[src/rtl/branch_resolver.sv]
// Resolve-side companion to the BTB predictor: queues in-flight {pc, npc} predictions,
// checks them against execute, and emits flush/redirect plus a BTB write. Optional stats: BR_STATS_EN.
module branch_resolver #(
  parameter int WORD_SIZE = 16,
  parameter int DEPTH     = 4,
  parameter int CNT_WIDTH = 16
) (
  input  logic                 clk,
  input  logic                 reset_n,
  input  logic                 pred_valid,
  input  logic [WORD_SIZE-1:0] pred_pc,
  input  logic [WORD_SIZE-1:0] pred_npc,
  output logic                 pred_ready,
  input  logic                 res_valid,
  input  logic                 res_is_branch,
  input  logic                 res_taken,
  input  logic [WORD_SIZE-1:0] res_target,
  output logic                 res_ready,
  output logic                 flush,
  output logic [WORD_SIZE-1:0] redirect_pc,
  output logic                 update_tag,
  output logic [WORD_SIZE-1:0] pc_collided,
  output logic [WORD_SIZE-1:0] branch_target
`ifdef BR_STATS_EN
  ,
  output logic [CNT_WIDTH-1:0] n_branches,
  output logic [CNT_WIDTH-1:0] n_mispredicts
`endif
);

  localparam int              PTR_W    = $clog2(DEPTH);
  localparam logic [PTR_W:0]  FULL_CNT = (PTR_W + 1)'(DEPTH);

  // Unsupported sizes (non power of two, fewer than 2 entries) leave this marker in the hierarchy.
  if (DEPTH < 2 || (DEPTH & (DEPTH - 1)) != 0 || CNT_WIDTH < 1) begin : g_bad_params
  end

  function automatic logic [WORD_SIZE-1:0] seq_pc(input logic [WORD_SIZE-1:0] pc);
    return pc + WORD_SIZE'(1);
  endfunction

  function automatic logic [PTR_W-1:0] ptr_inc(input logic [PTR_W-1:0] ptr);
    return ptr + PTR_W'(1);
  endfunction

`ifdef BR_STATS_EN
  function automatic logic [CNT_WIDTH-1:0] sat_inc(input logic [CNT_WIDTH-1:0] cnt);
    return (&cnt) ? cnt : cnt + CNT_WIDTH'(1);
  endfunction
`endif

  logic [WORD_SIZE-1:0] pc_mem  [DEPTH];
  logic [WORD_SIZE-1:0] npc_mem [DEPTH];
  logic [PTR_W-1:0]     rd_ptr;
  logic [PTR_W-1:0]     wr_ptr;
  logic [PTR_W:0]       count;

  logic                 push_p0;
  logic                 pop_p0;
  logic [WORD_SIZE-1:0] head_pc_p0;
  logic [WORD_SIZE-1:0] head_npc_p0;
  logic [WORD_SIZE-1:0] actual_p0;
  logic                 mispredict_p0;

  // ---- p0: handshake, head compare, mispredict decision ----
  assign pred_ready = (count != FULL_CNT) && !flush;
  assign res_ready  = (count != '0) && !flush;

  always_comb begin
    head_pc_p0    = pc_mem[rd_ptr];
    head_npc_p0   = npc_mem[rd_ptr];
    pop_p0        = res_valid && res_ready;
    actual_p0     = (res_is_branch && res_taken) ? res_target : seq_pc(head_pc_p0);
    mispredict_p0 = pop_p0 && (actual_p0 != head_npc_p0);
    // A push racing a mispredicting pop is wrong-path and never lands.
    push_p0       = pred_valid && pred_ready && !mispredict_p0;
  end

  always_ff @(posedge clk) begin
    if (push_p0) begin
      pc_mem[wr_ptr]  <= pred_pc;
      npc_mem[wr_ptr] <= pred_npc;
    end
  end

  always_ff @(posedge clk or negedge reset_n) begin
    if (!reset_n) begin
      rd_ptr <= '0;
      wr_ptr <= '0;
      count  <= '0;
    end else if (mispredict_p0) begin
      rd_ptr <= wr_ptr;
      count  <= '0;
    end else begin
      if (push_p0) wr_ptr <= ptr_inc(wr_ptr);
      if (pop_p0)  rd_ptr <= ptr_inc(rd_ptr);
      case ({push_p0, pop_p0})
        2'b10:   count <= count + (PTR_W + 1)'(1);
        2'b01:   count <= count - (PTR_W + 1)'(1);
        default: count <= count;
      endcase
    end
  end

  // ---- p1: registered flush/redirect and BTB write strobe ----
  always_ff @(posedge clk or negedge reset_n) begin
    if (!reset_n) begin
      flush         <= 1'b0;
      update_tag    <= 1'b0;
      redirect_pc   <= '0;
      pc_collided   <= '0;
      branch_target <= '0;
    end else begin
      flush      <= mispredict_p0;
      update_tag <= mispredict_p0;
      if (mispredict_p0) begin
        redirect_pc   <= actual_p0;
        pc_collided   <= head_pc_p0;
        branch_target <= actual_p0;
      end
    end
  end

`ifdef BR_STATS_EN
  always_ff @(posedge clk or negedge reset_n) begin
    if (!reset_n) begin
      n_branches    <= '0;
      n_mispredicts <= '0;
    end else begin
      if (pop_p0 && res_is_branch) n_branches    <= sat_inc(n_branches);
      if (mispredict_p0)           n_mispredicts <= sat_inc(n_mispredicts);
    end
  end
`endif

endmodule

[config.mk]
export PLATFORM = sky130hd
export DESIGN_NAME = branch_resolver
export DESIGN_NICKNAME = d
export VERILOG_FILES = /design/src/rtl/branch_resolver.sv
export SDC_FILE = /design/constraint.sdc
export NUM_CORES = 1
export LEC_CHECK = 0
export ABC_AREA = 1
export BUFFER_PORTS_ARGS = -buffer_cell sky130_fd_sc_hd__clkbuf_2
export CORE_AREA = 2 2 166 168
export CTS_BUF_LIST = sky130_fd_sc_hd__clkbuf_8
export DETAILED_ROUTE_END_ITERATION = 8
export DIE_AREA = 0 0 168 170
export PLACE_DENSITY = 0.5
export SLEW_MARGIN = 20
export SYNTH_ARGS = -nofsm -noshare
export SYNTH_HDL_FRONTEND = slang
export SYNTH_SLANG_ARGS = --single-unit
[constraint.sdc]
create_clock -name clk -period 6.3 [get_ports clk]
set_input_delay 0.315 -clock clk [delete_from_list [all_inputs] [get_ports clk]]
set_output_delay 0.315 -clock clk [all_outputs]
set_load 0.01 [all_outputs]
Word-level counts from Yosys, hierarchy flattened
Memories as Yosys holds them, arrays and structs flattened.
Index checks and enable logic that the tools add are counted.
{ "totals": {"register_bits": 40, "ramBits": 128, "elab_cells": 38, "mem_count": 2} }
{ "op_classes": {"add_sub_neg": 5, "eq_ne": 4, "muxes": 7, "n_bitwise": 1, "n_reduce_logical": 13} }
{ "mem_list": {"columns": ["memory", "words", "width", "read_ports", "rd_clocked_by_memory_dff", "write_ports", "line", "rtl"], "rows": [
  ["npc_mem", 4, 16, 1, 0, 1, "53", "logic [WORD_SIZE-1:0] npc_mem [DEPTH];"],
  ["pc_mem", 4, 16, 1, 0, 1, "52", "logic [WORD_SIZE-1:0] pc_mem [DEPTH];"]
]} }
{ "ops": {"columns": ["operator", "count"], "rows": [
  ["$add 16x1->16 const B", 1],
  ["$mux 16", 1],
  ["$ne 16x16->1", 1],
  ["$logic_and 1x1->1", 7],
  ["$pmux 3 s2", 1],
  ["$reduce_bool 3->1", 2],
  ["$add 2x1->2 const B", 2],
  ["$mux 2", 2],
  ["$add 3x1->3 const B", 1],
  ["$mux 3", 1],
  ["$ne 3x3->1 const B", 1],
  ["$sub 3x1->3 const B", 1],
  ["$eq 2x1->1 const B", 1],
  ["$eq 2x2->1 const B", 1],
  ["$logic_not 1->1", 2],
  ["$mux 1", 2],
  ["$reduce_and 2->1", 1],
  ["$reduce_bool 2->1", 1],
  ["$not 1->1", 1]
]} }

Longest topological paths before layout
An unclocked memory read counts as a cell.
{ "logic_depth": {"word_depth": 10, "depth_mapped": 30} }

Least setup slack after synthesis
No wires, ideal clock.
{ "synth_timing": {"path_type": "reg2reg", "startpoint": "reg rd_ptr[1]", "endpoint": "mem npc_mem[0][0] (enable)", "t_arrival_ps": 3737, "t_required_ps": 5879, "slack_ps": 2142, "path_stages_with_launch": 23, "path_buffers": 2, "synth_period_minus_slack_ps": 4158, "cell_sequence": "dfrtp_1 -> buf_4 -> inv_4 -> buf_6 -> nand2_1 -> nand2_1 -> ha_1 -> inv_1 -> nor2_4 -> nand2_2 -> nor2_4 -> nand2_1 -> nand3_1 -> nand2_1 -> nand2_1 -> nand3_1 -> nor2_1 -> nand2_1 -> nor2_4 -> nand2_4 -> nand2_4 -> nand2_2 -> nor2_1"} }
{ "synth_via": {"elab_chain_cells": 9} }
{ "synth_lines": {"columns": ["element", "line", "rtl"], "rows": [
  ["start: declaration", "54", "logic [PTR_W-1:0] rd_ptr;"],
  ["start signal: assignment", "92", "rd_ptr <= wr_ptr;"],
  ["start signal: assignment", "96", "if (pop_p0) rd_ptr <= ptr_inc(rd_ptr);"],
  ["$mem_v2 4x16", null, null],
  ["via head_pc_p0[1]", "60", "logic [WORD_SIZE-1:0] head_pc_p0;"],
  ["$add 16x1->16", "39", "return pc + WORD_SIZE'(1);"],
  ["$mux 16", "73", "actual_p0 = (res_is_branch && res_taken) ? res_target : seq_pc(head_pc_p0);"],
  ["$ne 16x16->1", "74", "mispredict_p0 = pop_p0 && (actual_p0 != head_npc_p0);"],
  ["$logic_and 1x1->1", "74", null],
  ["$logic_not 1->1", "76", "push_p0 = pred_valid && pred_ready && !mispredict_p0;"],
  ["$logic_and 1x1->1", "76", null],
  ["$mux 1", "80", "if (push_p0) begin"],
  ["$mux 1 (not written as such)", "82", "npc_mem[wr_ptr] <= pred_npc;"],
  ["end: declaration", "53", null]
]} }
The timed path passes the listed nets, and every way through them passes these cells.

Worst setup path after layout
{ "layout_timing": {"startpoint": "reg rd_ptr[0]", "endpoint": "reg count[2]"} }
{ "layout_via": {"elab_chain_cells": 10} }
{ "layout_lines": {"columns": ["element", "line", "rtl"], "rows": [
  ["$mem_v2 4x16 *", null, null],
  ["via head_pc_p0[0]", "60", null],
  ["$add 16x1->16 *", "39", null],
  ["$mux 16 *", "73", null],
  ["$ne 16x16->1 *", "74", null],
  ["$logic_and 1x1->1 *", "74", null],
  ["$logic_not 1->1", "76", null],
  ["$logic_and 1x1->1", "76", null],
  ["$eq 2x1->1 or $eq 2x2->1 (tied branches)", "97", "case ({push_p0, pop_p0})"],
  ["$pmux 3 s2", "97", null],
  ["$mux 3", "91", "end else if (mispredict_p0) begin"],
  ["end signal: assignment", "98", "2'b10: count <= count + (PTR_W + 1)'(1);"],
  ["end signal: assignment", "99", "2'b01: count <= count - (PTR_W + 1)'(1);"],
  ["end signal: assignment", "100", "default: count <= count;"],
  ["end: declaration", "56", "logic [PTR_W:0] count;"]
]} }
Mark *: on every way through the listed nets, which the timed path passes. The rest lies on a longest branch.
A chain may end at the register's enable or synchronous reset.

==> qor.txt <==
First-pass GRT wire length: 29.4 mm
Worst-path fanout max: 42
Yosys top cell area share: 0.487
Clk buf depth: 2
Post-synthesis sequential area ratio: 0.613
Worst stage delay on the critical path: 0.57 ns
Mapped Cells: 741
Skew final: 0.0148 ns
DP HPWL: 13.1 mm
Post-synth EDFFs: 128
FF-to-FF Start: rd_ptr[0]
Area delta synth->final: 12.7%
Final Slew Violations: 0
Vias in the first global route: 4,953
Asr flop ratio synth: 0.238
GP Congestion: 0.773
Synthesized area per cell: 10.7 µm²
Ys flop type: edfxtp_1
Port Buffers: 105
Switching share of total power: 0.442
Critical Path RT: 6.65 ns
CTS tree: built
Fin crit share: 0.678
Min-Delay Path Class: input port to flip-flop
Die footprint: 28,600 µm²
Resize count post-CTS: 0
Drc violations: 0
Initial detailed-routing violation count: 352
Worst-Skew Late Latency: 0.46 ns
Final setup violation count: 0
Outcome: completed
H-tree levels: 4
CTS root buf: clkbuf_8
CTS Hold Bufs: 1
Startpoint types: flip-flop
Switch Pwr: 1.89 mW
Antenna diode instance count: 0
First-pass DRT Iterations: 4
Critical path class: flip-flop to flip-flop
Worst Tran Pin Value: 0.915 ns
Vias: 5,310
Final min period: 4.27 ns
Cts bufs inserted: 17
Worst setup EP type: flip-flop
Fmax: 234 MHz
Cell with the most instances after synthesis: nand2_1
Netlist cell types: 38
Hold Crit Depth: 1
Logic pwr share: 0.454
Power per standard cell area: 480 nW/µm²
Cell mode on critical path: nand2_1
Fin Setup TNS: 0 ns
Post CTS Setup Buffer Count: 0
Routed wire length: 19.4 mm
Layout cell share with drive strength beyond 1: 0.279
GRT Util Overall: 0.139
WP depth: 28
Clk slew on worst S/H paths: 0.09 ns
Slowest CP cell: inv_2
Maximum vdd drop: 161 µV
Crit. Startpoint: rd_ptr[0]
R2R depth: 28
Buffers & Inverters on Critical Path: 5
Fin worst setup slack: 2.03 ns
Most common library cells after synthesis: 203 x nand2_1, 128 x edfxtp_1, 68 x nand3_1
Avg WL per Cell: 16.4 µm
Unrepaired setup endpoints after global routing: false
Clock Sinks: 168
Die Width: 168 µm
Mapped cell area: 7900 µm²
Area leader, netlist: edfxtp_1
Post-synth net total: 801
Final hold vios: 0
# nets final: 887
Register bit count reported by yosys: 168
Overflow after GRT: 0
Min-delay src: pred_npc[6]
Clock share of power: 0.169
IO Pins: 106
Die extent in y: 170 µm
Row count: 60
Avg Vias per Cell: 4.50
Detail Route Antenna Nets: 0
Sequential group share of total power: 0.377
Post-place setup slack: 1.99 ns
Critical path data arrival time: 4.62 ns
Core box area: 26,700 µm²
Internal power: 2.39 mW
Top post-synthesis cells by area: edfxtp_1 49%, dfrtp_1 13%, nand2_1 9.6%
Ys Warns: 0
Initial antenna violation count: 1
Pleak: 3.65 nW
Crit-path leading delay family: simple AND/OR/NAND/NOR gates
Max-Cap Viols: 0
Max-slew headroom: 0.388
Initial Util: 0.296
Largest net degree at the start of global routing: 66
## logic make-up after synthesis
logic type	Yosys count	share of synthesized area
AOI/OAI and AO/OA	85	0.0727
xor gates and xnor gates	6	0.00665
adders and majority gates	6	0.0105
buffers and inverters	94	0.0735
DFF	168	0.613
muxes	1	0.00127
and+or+nand+nor	381	0.222
## flip-flops by register name (all words and copies together), names as in the netlist
| name | count |
|---|---|
| npc_mem | 64 |
| pc_mem | 64 |
| pc_collided | 16 |
| redirect_pc | 16 |
| count | 3 |
| rd_ptr | 2 |
| wr_ptr | 2 |
| update_tag | 1 |
## layout by cell type (no fill, tap or decap), types with 11 or more instances in the layout
| cell | n |
|---|---|
| nand2_1 | 203 |
| edfxtp_1 | 128 |
| clkbuf_2 | 105 |
| nand3_1 | 68 |
| nor2_1 | 40 |
| inv_1 | 39 |
| dfrtp_1 | 39 |
| nand2_2 | 33 |
| o21ai_2 | 18 |
| clkbuf_8 | 17 |
| a21oi_1 | 15 |
| o21ai_0 | 13 |
| a32oi_1 | 12 |
| a31oi_1 | 11 |
## path summary, 6_finish.rpt
| check | to | slack, ns |
|---|---|---|
| setup / recovery | count[2] | 2.03 |
| hold / removal | npc_mem[0][6] | 0.08 |
| setup reg to reg | count[2] | 2.03 |
| hold reg to reg | pc_collided[13] | 0.50 |
| max in group asynchronous | rd_ptr[0] | 5.43 |
| min in group asynchronous | pc_collided[4] | 0.46 |
## final cells by class
type                            instances  area, µm²
Clock inverter                         15        128
Fill cell                            2683      17800
Sequential cell                       168       4850
Timing Repair Buffer                  115        603
Inverter                               46        178
Multi-Input combinational cell        479       2480
Clock buffer                           17        234
Tap cell                              341        427
## metal layers
| layer | vias to the layer above | track usage | wire [µm] |
|---|---|---|---|
| li1 | 2673 | - | - |
| met1 | 2498 | 0.187 | 9290 |
| met2 | 123 | 0.221 | 8980 |
| met3 | 16 | 0.0316 | 821 |
| met4 | 0 | 0.0469 | 320 |
| met5 | - | 0 | 0 |
## per-stage QoR
stage          power, mW  instance area [µm²]  hold WS, ns  std cells  utilization
2_1_floorplan       3.11                 7900       0.0194        741            -
3_3_place_gp        3.61                 8530        0.436       1148        0.320
3_5_place_dp        3.61                 8530        0.428       1148        0.320
4_1_cts             4.34                 8900       0.0369       1181        0.334
5_1_grt             4.60                 8900       0.0461       1181        0.334
6_report            4.27                 8900       0.0773       1181        0.334
## power groups by stage
| stage | clock, mW | combinational (mW) | sequential (mW) |
|---|---|---|---|
| 2_1_floorplan | 0 | 1.47 | 1.64 |
| 3_3_place_gp | 0 | 1.97 | 1.64 |
| 3_5_place_dp | 0 | 1.97 | 1.64 |
| 4_1_cts | 0.744 | 1.98 | 1.62 |
| 5_1_grt | 0.787 | 2.17 | 1.64 |
| 6_report | 0.721 | 1.94 | 1.61 |
No activity file was read; power rests on OpenSTA's default activity.
